### src/rtl/uart_rx_framer_if.sv
// rtl/uart_rx_framer_if.sv - received-frame result bundle between the UART receive framer and its consumer
interface uart_rx_framer_if #(
    parameter int DWIDTH = 8
);
    logic [DWIDTH-1:0] p_data;
    logic              data_valid;
    logic              parity_error;
    logic              stop_error;
    logic              busy;

    modport master (
        output p_data,
        output data_valid,
        output parity_error,
        output stop_error,
        output busy
    );

    modport slave (
        input p_data,
        input data_valid,
        input parity_error,
        input stop_error,
        input busy
    );
endinterface

### src/rtl/uart_rx_framer.sv
// rtl/uart_rx_framer.sv - UART receive deserializer with parity/stop checking
// Optional macro UART_RX_MAJORITY_VOTE_EN: 2-of-3 majority vote around each bit mid-point.
module uart_rx_framer #(
    parameter int DWIDTH = 8,
    parameter int PWIDTH = 6
) (
    input  logic              clk,
    input  logic              rst,
    input  logic              s_data,
    input  logic              parity_en,
    input  logic              parity_type,
    input  logic [PWIDTH-1:0] prescale,
    uart_rx_framer_if.master  rx
);
    localparam int BW = (DWIDTH > 1) ? $clog2(DWIDTH) : 1;

    typedef enum logic [2:0] {IDLE, START, DATA, PARITY, STOP, WAIT_HIGH} state_t;

    state_t            state, state_nxt;
    logic              s_meta, sync_s;
    logic [PWIDTH-1:0] edge_cnt, edge_nxt;
    logic [BW-1:0]     bit_cnt, bit_nxt;
    logic [DWIDTH-1:0] shift_reg, shift_nxt;
    logic [PWIDTH-1:0] presc_q, presc_nxt;
    logic              par_en_q, par_en_nxt;
    logic              par_type_q, par_type_nxt;
    logic              par_err_q, par_err_nxt;
    logic [DWIDTH-1:0] p_data_q, p_data_nxt;
    logic              dv_q, dv_nxt;
    logic              pe_q, pe_nxt;
    logic              se_q, se_nxt;
    logic              bit_val;
    logic [PWIDTH-1:0] sample_at;
    logic              samp, wrap;

`ifdef UART_RX_MAJORITY_VOTE_EN
    logic s_d1, s_d2;

    always_ff @(posedge clk or posedge rst) begin
        if (rst) begin
            s_d1 <= 1'b1;
            s_d2 <= 1'b1;
        end else begin
            s_d1 <= sync_s;
            s_d2 <= s_d1;
        end
    end

    // At half+1 the three taps hold the line at half-1, half and half+1.
    assign bit_val   = (sync_s & s_d1) | (sync_s & s_d2) | (s_d1 & s_d2);
    assign sample_at = (presc_q >> 1) + PWIDTH'(1);
`else
    assign bit_val   = sync_s;
    assign sample_at = presc_q >> 1;
`endif

    assign samp = (edge_cnt == sample_at);
    assign wrap = (edge_cnt == presc_q - PWIDTH'(1));

    always_ff @(posedge clk or posedge rst) begin
        if (rst) begin
            s_meta     <= 1'b1;
            sync_s     <= 1'b1;
            state      <= IDLE;
            edge_cnt   <= '0;
            bit_cnt    <= '0;
            shift_reg  <= '0;
            presc_q    <= '0;
            par_en_q   <= 1'b0;
            par_type_q <= 1'b0;
            par_err_q  <= 1'b0;
            p_data_q   <= '0;
            dv_q       <= 1'b0;
            pe_q       <= 1'b0;
            se_q       <= 1'b0;
        end else begin
            s_meta     <= s_data;
            sync_s     <= s_meta;
            state      <= state_nxt;
            edge_cnt   <= edge_nxt;
            bit_cnt    <= bit_nxt;
            shift_reg  <= shift_nxt;
            presc_q    <= presc_nxt;
            par_en_q   <= par_en_nxt;
            par_type_q <= par_type_nxt;
            par_err_q  <= par_err_nxt;
            p_data_q   <= p_data_nxt;
            dv_q       <= dv_nxt;
            pe_q       <= pe_nxt;
            se_q       <= se_nxt;
        end
    end

    always_comb begin
        state_nxt    = state;
        edge_nxt     = wrap ? '0 : edge_cnt + PWIDTH'(1);
        bit_nxt      = bit_cnt;
        shift_nxt    = shift_reg;
        presc_nxt    = presc_q;
        par_en_nxt   = par_en_q;
        par_type_nxt = par_type_q;
        par_err_nxt  = par_err_q;
        p_data_nxt   = p_data_q;
        dv_nxt       = 1'b0;
        pe_nxt       = 1'b0;
        se_nxt       = 1'b0;
        case (state)
            IDLE: begin
                edge_nxt = '0;
                if (!sync_s) begin
                    state_nxt    = START;
                    presc_nxt    = prescale;
                    par_en_nxt   = parity_en;
                    par_type_nxt = parity_type;
                    par_err_nxt  = 1'b0;
                    bit_nxt      = '0;
                end
            end
            START: begin
                if (samp && bit_val) begin
                    state_nxt = IDLE;
                end else if (wrap) begin
                    state_nxt = DATA;
                    bit_nxt   = '0;
                end
            end
            DATA: begin
                if (samp) shift_nxt = {bit_val, shift_reg[DWIDTH-1:1]};
                if (wrap) begin
                    if (bit_cnt == BW'(DWIDTH - 1)) begin
                        bit_nxt   = '0;
                        state_nxt = par_en_q ? PARITY : STOP;
                    end else begin
                        bit_nxt = bit_cnt + BW'(1);
                    end
                end
            end
            PARITY: begin
                if (samp) par_err_nxt = (bit_val != ((^shift_reg) ^ par_type_q));
                if (wrap) state_nxt = STOP;
            end
            STOP: begin
                // Leave at the mid-point so a back-to-back start edge is not missed.
                if (samp) begin
                    if (!bit_val) begin
                        se_nxt    = 1'b1;
                        pe_nxt    = par_err_q;
                        state_nxt = WAIT_HIGH;
                    end else begin
                        if (par_err_q) begin
                            pe_nxt = 1'b1;
                        end else begin
                            dv_nxt     = 1'b1;
                            p_data_nxt = shift_reg;
                        end
                        state_nxt = IDLE;
                    end
                end
            end
            WAIT_HIGH: begin
                edge_nxt = '0;
                if (sync_s) state_nxt = IDLE;
            end
            default: state_nxt = IDLE;
        endcase
    end

    assign rx.p_data       = p_data_q;
    assign rx.data_valid   = dv_q;
    assign rx.parity_error = pe_q;
    assign rx.stop_error   = se_q;
    assign rx.busy         = (state != IDLE);
endmodule
### src/flat_wrapper.sv
// flat-port wrapper written by rule: the top's interface ports become plain ports
module uart_rx_framer_flat 
#(
    parameter int DWIDTH = 8,
    parameter int PWIDTH = 6
)
  (clk, rst, s_data, parity_en, parity_type, prescale, rx_p_data, rx_data_valid, rx_parity_error, rx_stop_error, rx_busy);
  uart_rx_framer_if #(.DWIDTH(DWIDTH)) rx_i ();
  input  logic clk;
  input  logic rst;
  input  logic s_data;
  input  logic parity_en;
  input  logic parity_type;
  input  logic [PWIDTH-1:0] prescale;
  output wire logic [$bits(rx_i.p_data)-1:0] rx_p_data;
  output wire logic [$bits(rx_i.data_valid)-1:0] rx_data_valid;
  output wire logic [$bits(rx_i.parity_error)-1:0] rx_parity_error;
  output wire logic [$bits(rx_i.stop_error)-1:0] rx_stop_error;
  output wire logic [$bits(rx_i.busy)-1:0] rx_busy;
  assign rx_p_data = rx_i.p_data;
  assign rx_data_valid = rx_i.data_valid;
  assign rx_parity_error = rx_i.parity_error;
  assign rx_stop_error = rx_i.stop_error;
  assign rx_busy = rx_i.busy;
  uart_rx_framer #(.DWIDTH(DWIDTH), .PWIDTH(PWIDTH)) u_core (.clk(clk), .rst(rst), .s_data(s_data), .parity_en(parity_en), .parity_type(parity_type), .prescale(prescale), .rx(rx_i));
endmodule
### config.mk
export PLATFORM = sky130hd
export DESIGN_NAME = uart_rx_framer_flat
export DESIGN_NICKNAME = d
export VERILOG_FILES = /design/src/rtl/uart_rx_framer_if.sv /design/src/rtl/uart_rx_framer.sv /design/src/flat_wrapper.sv
export SDC_FILE = /design/constraint.sdc
export NUM_CORES = 1
export LEC_CHECK = 0
export ABC_AREA = 1
export BUFFER_PORTS_ARGS = -buffer_cell sky130_fd_sc_hd__buf_2
export CAP_MARGIN = 5
export CORE_MARGIN = 1.5
export CORE_UTILIZATION = 55
export DETAILED_ROUTE_END_ITERATION = 12
export PLACE_DENSITY = 0.75
export SETUP_SLACK_MARGIN = 0.5
export SKIP_CTS_REPAIR_TIMING = 1
export SLEW_MARGIN = 20
export SYNTH_ARGS = -nofsm -noshare
export SYNTH_HDL_FRONTEND = slang
export SYNTH_SLANG_ARGS = --single-unit
### constraint.sdc
create_clock -name clk -period 2.2 [get_ports clk]
set_input_delay 0.11 -clock clk [delete_from_list [all_inputs] [get_ports clk]]
set_output_delay 0.11 -clock clk [all_outputs]
set_load 0.05 [all_outputs]
Yosys cells after proc, flatten, opt, wreduce, memory -nomap -nowiden
Cells that the tools add are included.
{"block": "totals", "regBits": 42, "output_inout_bits": 12}
{"block": "op_classes", "n_addsub": 3, "n_eq_ne": 19, "n_mux": 33, "bitwise_logic": 3, "reduce_logical": 13}
{"cell": "two-way mux 3 bit", "n": 15}
{"cell": "one-hot mux 3 bit (6 select lines)", "n": 1}
{"cell": "!= test 2 x 1 -> 1 bit (second input constant)", "n": 7}
{"cell": "two-way mux 1 bit", "n": 13}
{"cell": "two-way mux 6 bit", "n": 2}
{"cell": "== test 3 bit (second input constant)", "n": 3}
{"cell": "one-hot mux 3 bit (3 select lines)", "n": 1}
{"cell": "XOR reduction 8 bit", "n": 1}
{"cell": "AND reduction 7 bit", "n": 1}
{"cell": "adder 6 x 1 -> 6 bit (second input constant)", "n": 1}
{"cell": "== test 3 x 2 -> 1 bit (second input constant)", "n": 2}
{"cell": "== test 6 x 5 -> 1 bit", "n": 1}
{"cell": "== test 6 bit", "n": 1}
{"cell": "nonzero test 3 bit", "n": 2}
{"cell": "subtractor 6 x 1 -> 6 bit (second input constant)", "n": 1}
{"cell": "AND reduction 5 bit", "n": 1}
{"cell": "!= test 2 bit (second input constant)", "n": 2}
{"cell": "AND reduction 2 bit", "n": 2}
{"cell": "AND reduction 4 bit", "n": 1}
{"cell": "adder 3 x 1 -> 3 bit (second input constant)", "n": 1}
{"cell": "== test 3 x 1 -> 1 bit (second input constant)", "n": 1}
{"cell": "logical NOT 3 bit", "n": 1}
{"cell": "!= test 3 x 1 -> 1 bit (second input constant)", "n": 1}
{"cell": "AND reduction 3 bit", "n": 1}
{"cell": "other kinds (7)", "n": 8}

Depth between registers and ports, before layout
Gate-level depths: netlist (run 1).
{"block": "logic_depth", "word_depth": 5, "mapped_depth": 13}

Worst setup path before layout (run 1)
Ideal clock, no wire load.
{"block": "synth_path", "path_kind": "register to register", "from": "reg u_core.presc_q[0]", "to": "reg u_core.bit_cnt[0]", "setup_time_ps": 117, "arrival_ps": 1564, "required_time_ps": 2083, "path_slack_ps": 519, "stages_incl_launch_ff": 13, "n_path_buf": 0, "synth_period_minus_slack_ps": 1681, "cell_sequence": "dfrtp_1 -> inv_1 -> ha_1 -> nand2_1 -> nand2_1 -> nor2_1 -> nand2_1 -> nor2_2 -> nand3_2 -> a21oi_4 -> nand2_1 -> nand2_1 -> nand2_1"}
{"block": "synth_via", "elab_chain_len": 4, "word_cells_on_any_way": 5}
{"item": "from (decl)", "line_no": "uart_rx_framer.sv:24", "source": "logic [PWIDTH-1:0] presc_q, presc_nxt;"}
{"item": "from (signal assigned)", "line_no": "uart_rx_framer.sv:83", "source": "presc_q <= presc_nxt;"}
{"item": "subtractor 6 x 1 -> 6 bit (*)", "line_no": "uart_rx_framer.sv:58", "source": "assign wrap = (edge_cnt == presc_q - PWIDTH'(1));"}
{"item": "== test 6 bit (*)", "line_no": "uart_rx_framer.sv:58"}
{"item": "!= test 2 x 1 -> 1 bit (no line)"}
{"item": "AND reduction 5 bit (no line) (*)"}
{"item": "to (signal assigned)", "line_no": "uart_rx_framer.sv:81", "source": "bit_cnt <= bit_nxt;"}
{"item": "to (decl)", "line_no": "uart_rx_framer.sv:22", "source": "logic [BW-1:0] bit_cnt, bit_nxt;"}
Every way passes the cells marked *; elsewhere a longest branch is shown, timed or not.
A chain may end at the register's enable or synchronous reset.

Worst setup path after layout (run 1)
{"block": "layout_path", "from": "reg u_core.presc_q[1]", "to": "reg u_core.bit_cnt[0]"}
{"block": "layout_via", "elab_chain_len": 4, "word_cells_on_any_way": 8}
{"item": "subtractor 6 x 1 -> 6 bit / == test 6 x 5 -> 1 bit (equally long branches)", "line_no": "uart_rx_framer.sv:58, uart_rx_framer.sv:57"}
{"item": "== test 6 bit / logical AND 1 bit (equally long branches)", "line_no": "uart_rx_framer.sv:58, uart_rx_framer.sv:120"}
{"item": "!= test 2 x 1 -> 1 bit (no line) / != test 2 bit (equally long branches)"}
{"item": "AND reduction 5 bit (no line) (*)"}
Marks and branches as above.

==> impl_metrics.json, run 1 <==
{
  "status": "finished clean",
  "num_rows": 23,
  "path_clk_slew_ps": 90,
  "r2r_end": "u_core.bit_cnt[0]",
  "synth_top_family_by_area": "simple AND/OR/NAND/NOR gates",
  "crit_buf_inv": 2,
  "cts-root-buf": "clkbuf_8",
  "first_pass_iters": 4,
  "fmax_mhz": 542,
  "path_class": "reg -> reg",
  "place_area_um2": 2420,
  "synthAdderAreaFrac_pct": 2.21,
  "io_buffer_count": 22,
  "multi_input_area_um2": 1090,
  "endpoint": "u_core.bit_cnt[0]",
  "synth_seq_area_share_pct": 46.4,
  "synthCells": 279,
  "crit_fanout": 5,
  "finalMaxSlewViolations": 0,
  "final_nets": 329,
  "drive_gt1_share_pct": 24.8,
  "p_seq_share_pct": 36.5,
  "share_comb_of_total_power_pct": 46.2,
  "internal-power_uw": 1710,
  "area.sequential_um2": 1050,
  "synth.avg_cell_area_um2": 8.13,
  "dieHeight_um": 67.2,
  "cp_num_cells": 13,
  "yosysWarnings": 0,
  "initial_utilization_pct": 57.1,
  "fillers": 352,
  "fin_tns_setup_ps": 0,
  "design_area_um2": 2640,
  "synth.distinct_cells": 34,
  "grt_pass1_vias": 1727,
  "synth_top_area_share_pct": 44.1,
  "area_growth_pct": 16.5,
  "routedWlPerCell_um": 12.6,
  "antenna_cells": 0,
  "worst_setup_path_start_kind": "register",
  "synth_xor_area_share_pct": 4.63,
  "routed-via-count": 1917,
  "min_period_over_period_pct": 83.8,
  "drv_cap": 0,
  "cp-end-kind": "register",
  "timing.critical_path.from": "u_core.presc_q[1]",
  "grt.overflow.total": 0,
  "hold_ws_ps": 50.6,
  "place.gp.congestion": 0.917,
  "vdd_drop_max_mv": 0.544,
  "synth-seq-cells": 42,
  "place_hpwl_um": 3200,
  "cts_buffer_depth": 2,
  "worstHoldPathType": "in -> reg",
  "dpl.cell_count": 349,
  "tightest_slew_ps": 521,
  "core_area_um2": 3970,
  "synth.area.top_cells": "dfrtp_1 44%, nand2_1 13%, inv_1 5.5%",
  "hold_viol_final": 0,
  "yosys.area_share.simple_pct": 28.5,
  "cts_max_level": 2,
  "p_sw_share_pct": 43.6,
  "cp_cell_sequence": "inv_2, ha_4, inv_2, nand2_1, nand2_1, nor2_1, nand2_1, nor2_4, nand3_4, a21oi_4, nand2_2, nand2_1, nand2_1",
  "tritoncts": "done",
  "grtUsageTotal_pct": 22.7,
  "synth_largest_area_cell": "dfrtp_1",
  "drt-total-wl_um": 4610,
  "grt_max_degree": 43,
  "r2r_setup_slack_ps": 360,
  "max_slew_margin_pct": 65.3,
  "grt_pass1_wl_um": 7600,
  "r2r-start": "u_core.presc_q[1]",
  "skew_ps": 10.6,
  "arrival_ps": 2030,
  "period_minus_slack_ps": 1840,
  "drc": 0,
  "antenna_found_initial": 0,
  "rsz0062_at_grt": "yes",
  "power_leakage_uw": 0.00134,
  "layout.cells.non_filler": 365,
  "io_pins": 23,
  "synth_compound_gate_area_share_pct": 9.87,
  "slowest_stage": "dfrtp_1",
  "routed_via_density": 5.25,
  "dieArea_um2": 4520,
  "synth.mux.area_fraction_pct": 0.496,
  "syn-num-nets": 294,
  "powerDensity_nw_per_um2": 1150,
  "final_common_cell": "nand2_1",
  "layout_common_cells": "76 x nand2_1, 39 x dfrtp_1, 30 x inv_1",
  "numCtsBuffers": 5,
  "cp_slowest_stage_delay_ps": 400,
  "drt_iter0_drc": 145,
  "cp_top_family": "simple AND/OR/NAND/NOR gates",
  "power.net_switching_uw": 1320,
  "worst_skew_pair.late_latency_ps": 300,
  "worstRegToRegCells": 13,
  "cts_sinks": 42,
  "syn-cell-area_um2": 2270,
  "crit_required_ps": 2390,
  "p_clk_share_pct": 17.3,
  "ant_nets": 0,
  "setup_violations": 0,
  "crit_top_cell": "nand2_1",
  "die_x_um": 67.2
}
## Yosys cell counts
library cell	number
a21oi_1	9
a21oi_2	1
a21oi_4	1
buf_2	1
buf_6	2
clkbuf_1	1
dfrtp_1	40
dfstp_2	2
ha_1	4
inv_1	33
inv_2	6
mux2_2	1
nand2_1	80
nand3_1	15
nand3_2	3
nand3_4	1
nand3b_1	1
nand4_1	5
nand4_2	1
nor2_1	27
nor2_2	3
nor3_1	2
nor3_4	1
nor3b_1	1
nor4_1	1
o211ai_1	4
o21ai_0	9
o21ai_1	2
o21ai_2	7
o21bai_1	1
or2_1	1
or2_2	1
xnor2_1	7
xor2_1	5
## layer usage
layer | share of wire (%) | routed length [um] | vias to the layer above | track usage (%)
met5 | 0 | 0 | - | 0
met4 | 1.8 | 82 | 0 | 7.65
met3 | 3.6 | 166 | 10 | 4.67
met2 | 48 | 2200 | 51 | 37.4
met1 | 47 | 2160 | 902 | 29.8
li1 | - | - | 954 | -
## tightest hold or removal path, stage by stage
cell and delay [ps]:
buf_2 70, nor2_1 30, a21oi_1 100
## power by group through the flow
stage          clock (uW)  combinational (uW)  sequential (uW)
5_1_grt               567                1580             1120
3_3_place_gp            0                1140             1100
3_5_place_dp            0                1180             1110
6_report              526                1400             1110
2_1_floorplan           0                 991             1050
4_1_cts               533                1190             1090
## how the worst min path moves through the flow
stage                     start                 to  cells after the start
floorplan                s_data      u_core.s_meta                      0
global placement         s_data      u_core.s_meta                      1
detailed placement       s_data      u_core.s_meta                      1
CTS                      s_data      u_core.s_meta                      1
global route        parity_type  u_core.par_type_q                      2
finish              prescale[3]  u_core.presc_q[3]                      3
## area by class of cell
| class | count | share of cell area [%] |
|---|---|---|
| Inverter | 39 | 5.54 |
| Tap cell | 50 | 2.37 |
| Sequential cell | 42 | 39.9 |
| Multi-Input combinational cell | 194 | 41.3 |
| Timing Repair Buffer | 32 | 7.34 |
| Clock buffer | 6 | 3.12 |
| Clock inverter | 2 | 0.473 |
## stage by stage
stage | utilization [%] | setup slack [ps] | total power [uW]
3_5_place_dp | 61.1 | 351 | 2280
4_1_cts | 63.5 | 331 | 2810
3_3_place_gp | 61.1 | 428 | 2240
2_1_floorplan | - | 519 | 2040
6_report | 66.6 | 356 | 3030
5_1_grt | 66.6 | 236 | 3270
## cells by family after synthesis
kind of cell    after synthesis
fa+ha+maj                     4
buf+inv                      43
simple gates                143
flops                        42
xor+xnor                     12
compound gates               34
mux                           1
Note: power is estimated with default switching activity, not from simulation.
==> run 2, diff against run 1 <==
ABC_AREA = 0   (was 1)
CORE_UTILIZATION = 52   (was 55)
clock period = 1.6 ns   (was 2.2 ns; I/O delays follow)
==> run 2 against run 1 <==
The run now ends with negative hold slack, negative setup slack left. Sequential cell count did not move. Wire length shrank 8.1%. Power rose by 47%. Worst setup slack worse by 1000 ps. Hold slack lost 60 ps. Synthesized cell count fell by 28%. Die area up 2.1%. Sequential share of layout area down 2.8 points. Combinational power rose by 66%. Critical endpoint is now u_core.rx.p_data[6]. Maximum frequency shrank 19%. Non-clock buffer count rose by 33.
==> impl_metrics.json, run 2 <==
{
  "status": "complete, but fails checks",
  "violations": "negative hold slack, negative setup slack",
  "synth.distinct_cells": 44,
  "path_clk_slew_ps": 80,
  "core_area_um2": 4030,
  "routedWlPerCell_um": 13.5,
  "grtUsageTotal_pct": 18.6,
  "p_seq_share_pct": 33.0,
  "crit_fanout": 5,
  "final_nets": 277,
  "tritoncts": "done",
  "synth_seq_area_share_pct": 48.1,
  "num_rows": 23,
  "setup_violations": 32,
  "cp_slowest_stage_delay_ps": 550,
  "power.net_switching_uw": 1700,
  "grt.overflow.total": 0,
  "period_minus_slack_ps": 2260,
  "p_sw_share_pct": 38.0,
  "antenna_cells": 0,
  "finalMaxSlewViolations": 0,
  "cts-root-buf": "clkbuf_8",
  "tightest_slew_ps": 514,
  "routed_via_density": 5.14,
  "syn-num-nets": 215,
  "ys_top_cells_by_count": "40 x dfrtp_1, 19 x nor2_1, 14 x mux2_2, 14 x xnor2_1, 13 x nand2_1",
  "share_comb_of_total_power_pct": 52.1,
  "hold_ws_ps": -9.74,
  "synth_largest_area_cell": "dfrtp_1",
  "path_class": "reg -> reg",
  "syn-cell-area_um2": 2190,
  "drt_iter0_drc": 99,
  "drt-total-wl_um": 4240,
  "async_flop_share_pct": 100,
  "place.gp.congestion": 0.863,
  "fmax_mhz": 442,
  "synthCells": 200,
  "io_buffer_count": 22,
  "dieHeight_um": 67.9,
  "grt_max_degree": 43,
  "cp-end-kind": "register",
  "p_clk_share_pct": 15.0,
  "antenna_found_initial": 0,
  "place_hpwl_um": 3000,
  "dieArea_um2": 4610,
  "io_pins": 23,
  "design_area_um2": 2840,
  "internal-power_uw": 2770,
  "synth_most_common_cell": "dfrtp_1",
  "power_leakage_uw": 0.00143,
  "yosysWarnings": 0,
  "place_area_um2": 2640,
  "crit_required_ps": 1780,
  "fin_ws_ps": -663,
  "skew_ps": 8.06,
  "cts_sinks": 42,
  "ant_nets": 0,
  "die_x_um": 67.9,
  "worst_skew_pair.late_latency_ps": 300,
  "rsz0062_at_grt": "yes",
  "drive_gt1_share_pct": 42.6,
  "worstHoldPathType": "in -> reg",
  "hold_viol_final": 1,
  "synth_edf_count": 0,
  "synth-seq-cells": 42,
  "min_period_over_period_pct": 141,
  "slowest_stage": "or4_4",
  "max_slew_margin_pct": 65.7,
  "numCtsBuffers": 5,
  "synth.avg_cell_area_um2": 11.0,
  "cts_buffer_depth": 2,
  "grt_pass1_wl_um": 6270,
  "first_pass_iters": 4,
  "drc": 0,
  "layout_common_cells": "40 x dfrtp_1, 36 x buf_4, 22 x buf_2",
  "area_growth_pct": 29.6,
  "powerDensity_nw_per_um2": 1570,
  "synth_top_area_share_pct": 45.7,
  "initial_utilization_pct": 54.4,
  "drv_cap": 0,
  "arrival_ps": 2440,
  "worst_setup_path_start_kind": "register",
  "final_common_cell": "dfrtp_1",
  "ys.flop_type": "dfrtp_1",
  "pre_cts_ws_ps": -627,
  "grt_pass1_vias": 1441,
  "synth.area.top_cells": "dfrtp_1 46%, mux2_2 7.2%, xnor2_1 5.6%",
  "vdd_drop_max_mv": 0.960,
  "cp_cell_sequence": "xor2_1, or4_4, nor2_4, nand3_2, or3_4, buf_6, mux2_4",
  "cts_max_level": 2,
  "routed-via-count": 1610
}
-- run 2: cell count changes after synthesis, moves of 7 or more --
cell     change
nor2_1       -8
nand3_1     -10
mux2_4       +8
nand2_1     -67
inv_1       -23
mux2_2      +13
xnor2_1      +7
-- run 2: critical path: cells and delay by family, from the launching register on --
kind	cells	cell delay (ps)
xor gates and xnor gates	1	160
buffers and inverters	1	150
DFF	1	400
muxes	1	300
and+or+nand+nor	4	1140
-- run 2: worst paths after layout --
kind / start / end / slack, ps / depth (start not counted)
setup / recovery: u_core.edge_cnt[3] / u_core.rx.p_data[6] / -660 / 7
hold / removal: prescale[1] / u_core.presc_q[1] / -10 / 3
setup reg to reg: u_core.edge_cnt[3] / u_core.rx.p_data[6] / -660 / 7
hold reg to reg: u_core.s_meta / u_core.bit_val / 360 / 0
max in group asynchronous: rst / u_core.bit_val / 800 / 4
min in group asynchronous: rst / u_core.presc_q[5] / 440 / 4
-- run 2: per-stage QoR --
step / TNS, ps / total power [uW] / hold slack (ps) / util, % / instances
final: -15230 / 4470 / -9.74 / 70.5 / 313
after global routing: -17600 / 4810 / 7.42 / 70.5 / 313
after CTS: -14360 / 4410 / -127 / 67.6 / 308
after detailed placement: -14080 / 3730 / 189 / 65.5 / 300
after global placement: -13050 / 3690 / 185 / 65.5 / 300
after floorplan: -16570 / 2980 / 84.5 / - / 200
-- run 2: cell type report --
| cell class | count | area [um^2] |
|---|---|---|
| fillers | 293 | 1190 |
| multi-input cells | 138 | 1130 |
| flip-flops and latches | 42 | 1050 |
| repair buffers | 65 | 465 |
| clock buffers | 5 | 68.8 |
| well taps | 50 | 62.6 |
| inverters | 10 | 37.5 |
| clock inverters | 3 | 18.8 |
-- run 2: layer usage --
layer | track usage (%) | up-vias | share of wire (%)
met4 | 8.50 | 0 | 1.3
met5 | 0 | - | 0
met2 | 27.3 | 30 | 45
met1 | 26.6 | 763 | 50
li1 | - | 811 | -
met3 | 3.62 | 6 | 4.1
-- run 2: logic make-up after synthesis --
| kind of cell | Yosys count | share of synthesized area [%] |
|---|---|---|
| and+or+nand+nor | 58 | 13.7 |
| buffers and inverters | 20 | 4.22 |
| AOI/OAI and AO/OA | 29 | 9.08 |
| xor gates and xnor gates | 25 | 9.99 |
| DFF | 42 | 48.1 |
| adders and majority gates | 4 | 2.28 |
| muxes | 22 | 12.7 |
-- run 2: power groups by stage --
stage                     Combinational [uW]  Sequential, uW  Clock (uW)
after floorplan                         1500            1490           0
after global placement                  2210            1480           0
after detailed placement                2240            1490           0
after CTS                               2250            1470         691
after global routing                    2570            1500         732
final                                   2330            1470         670
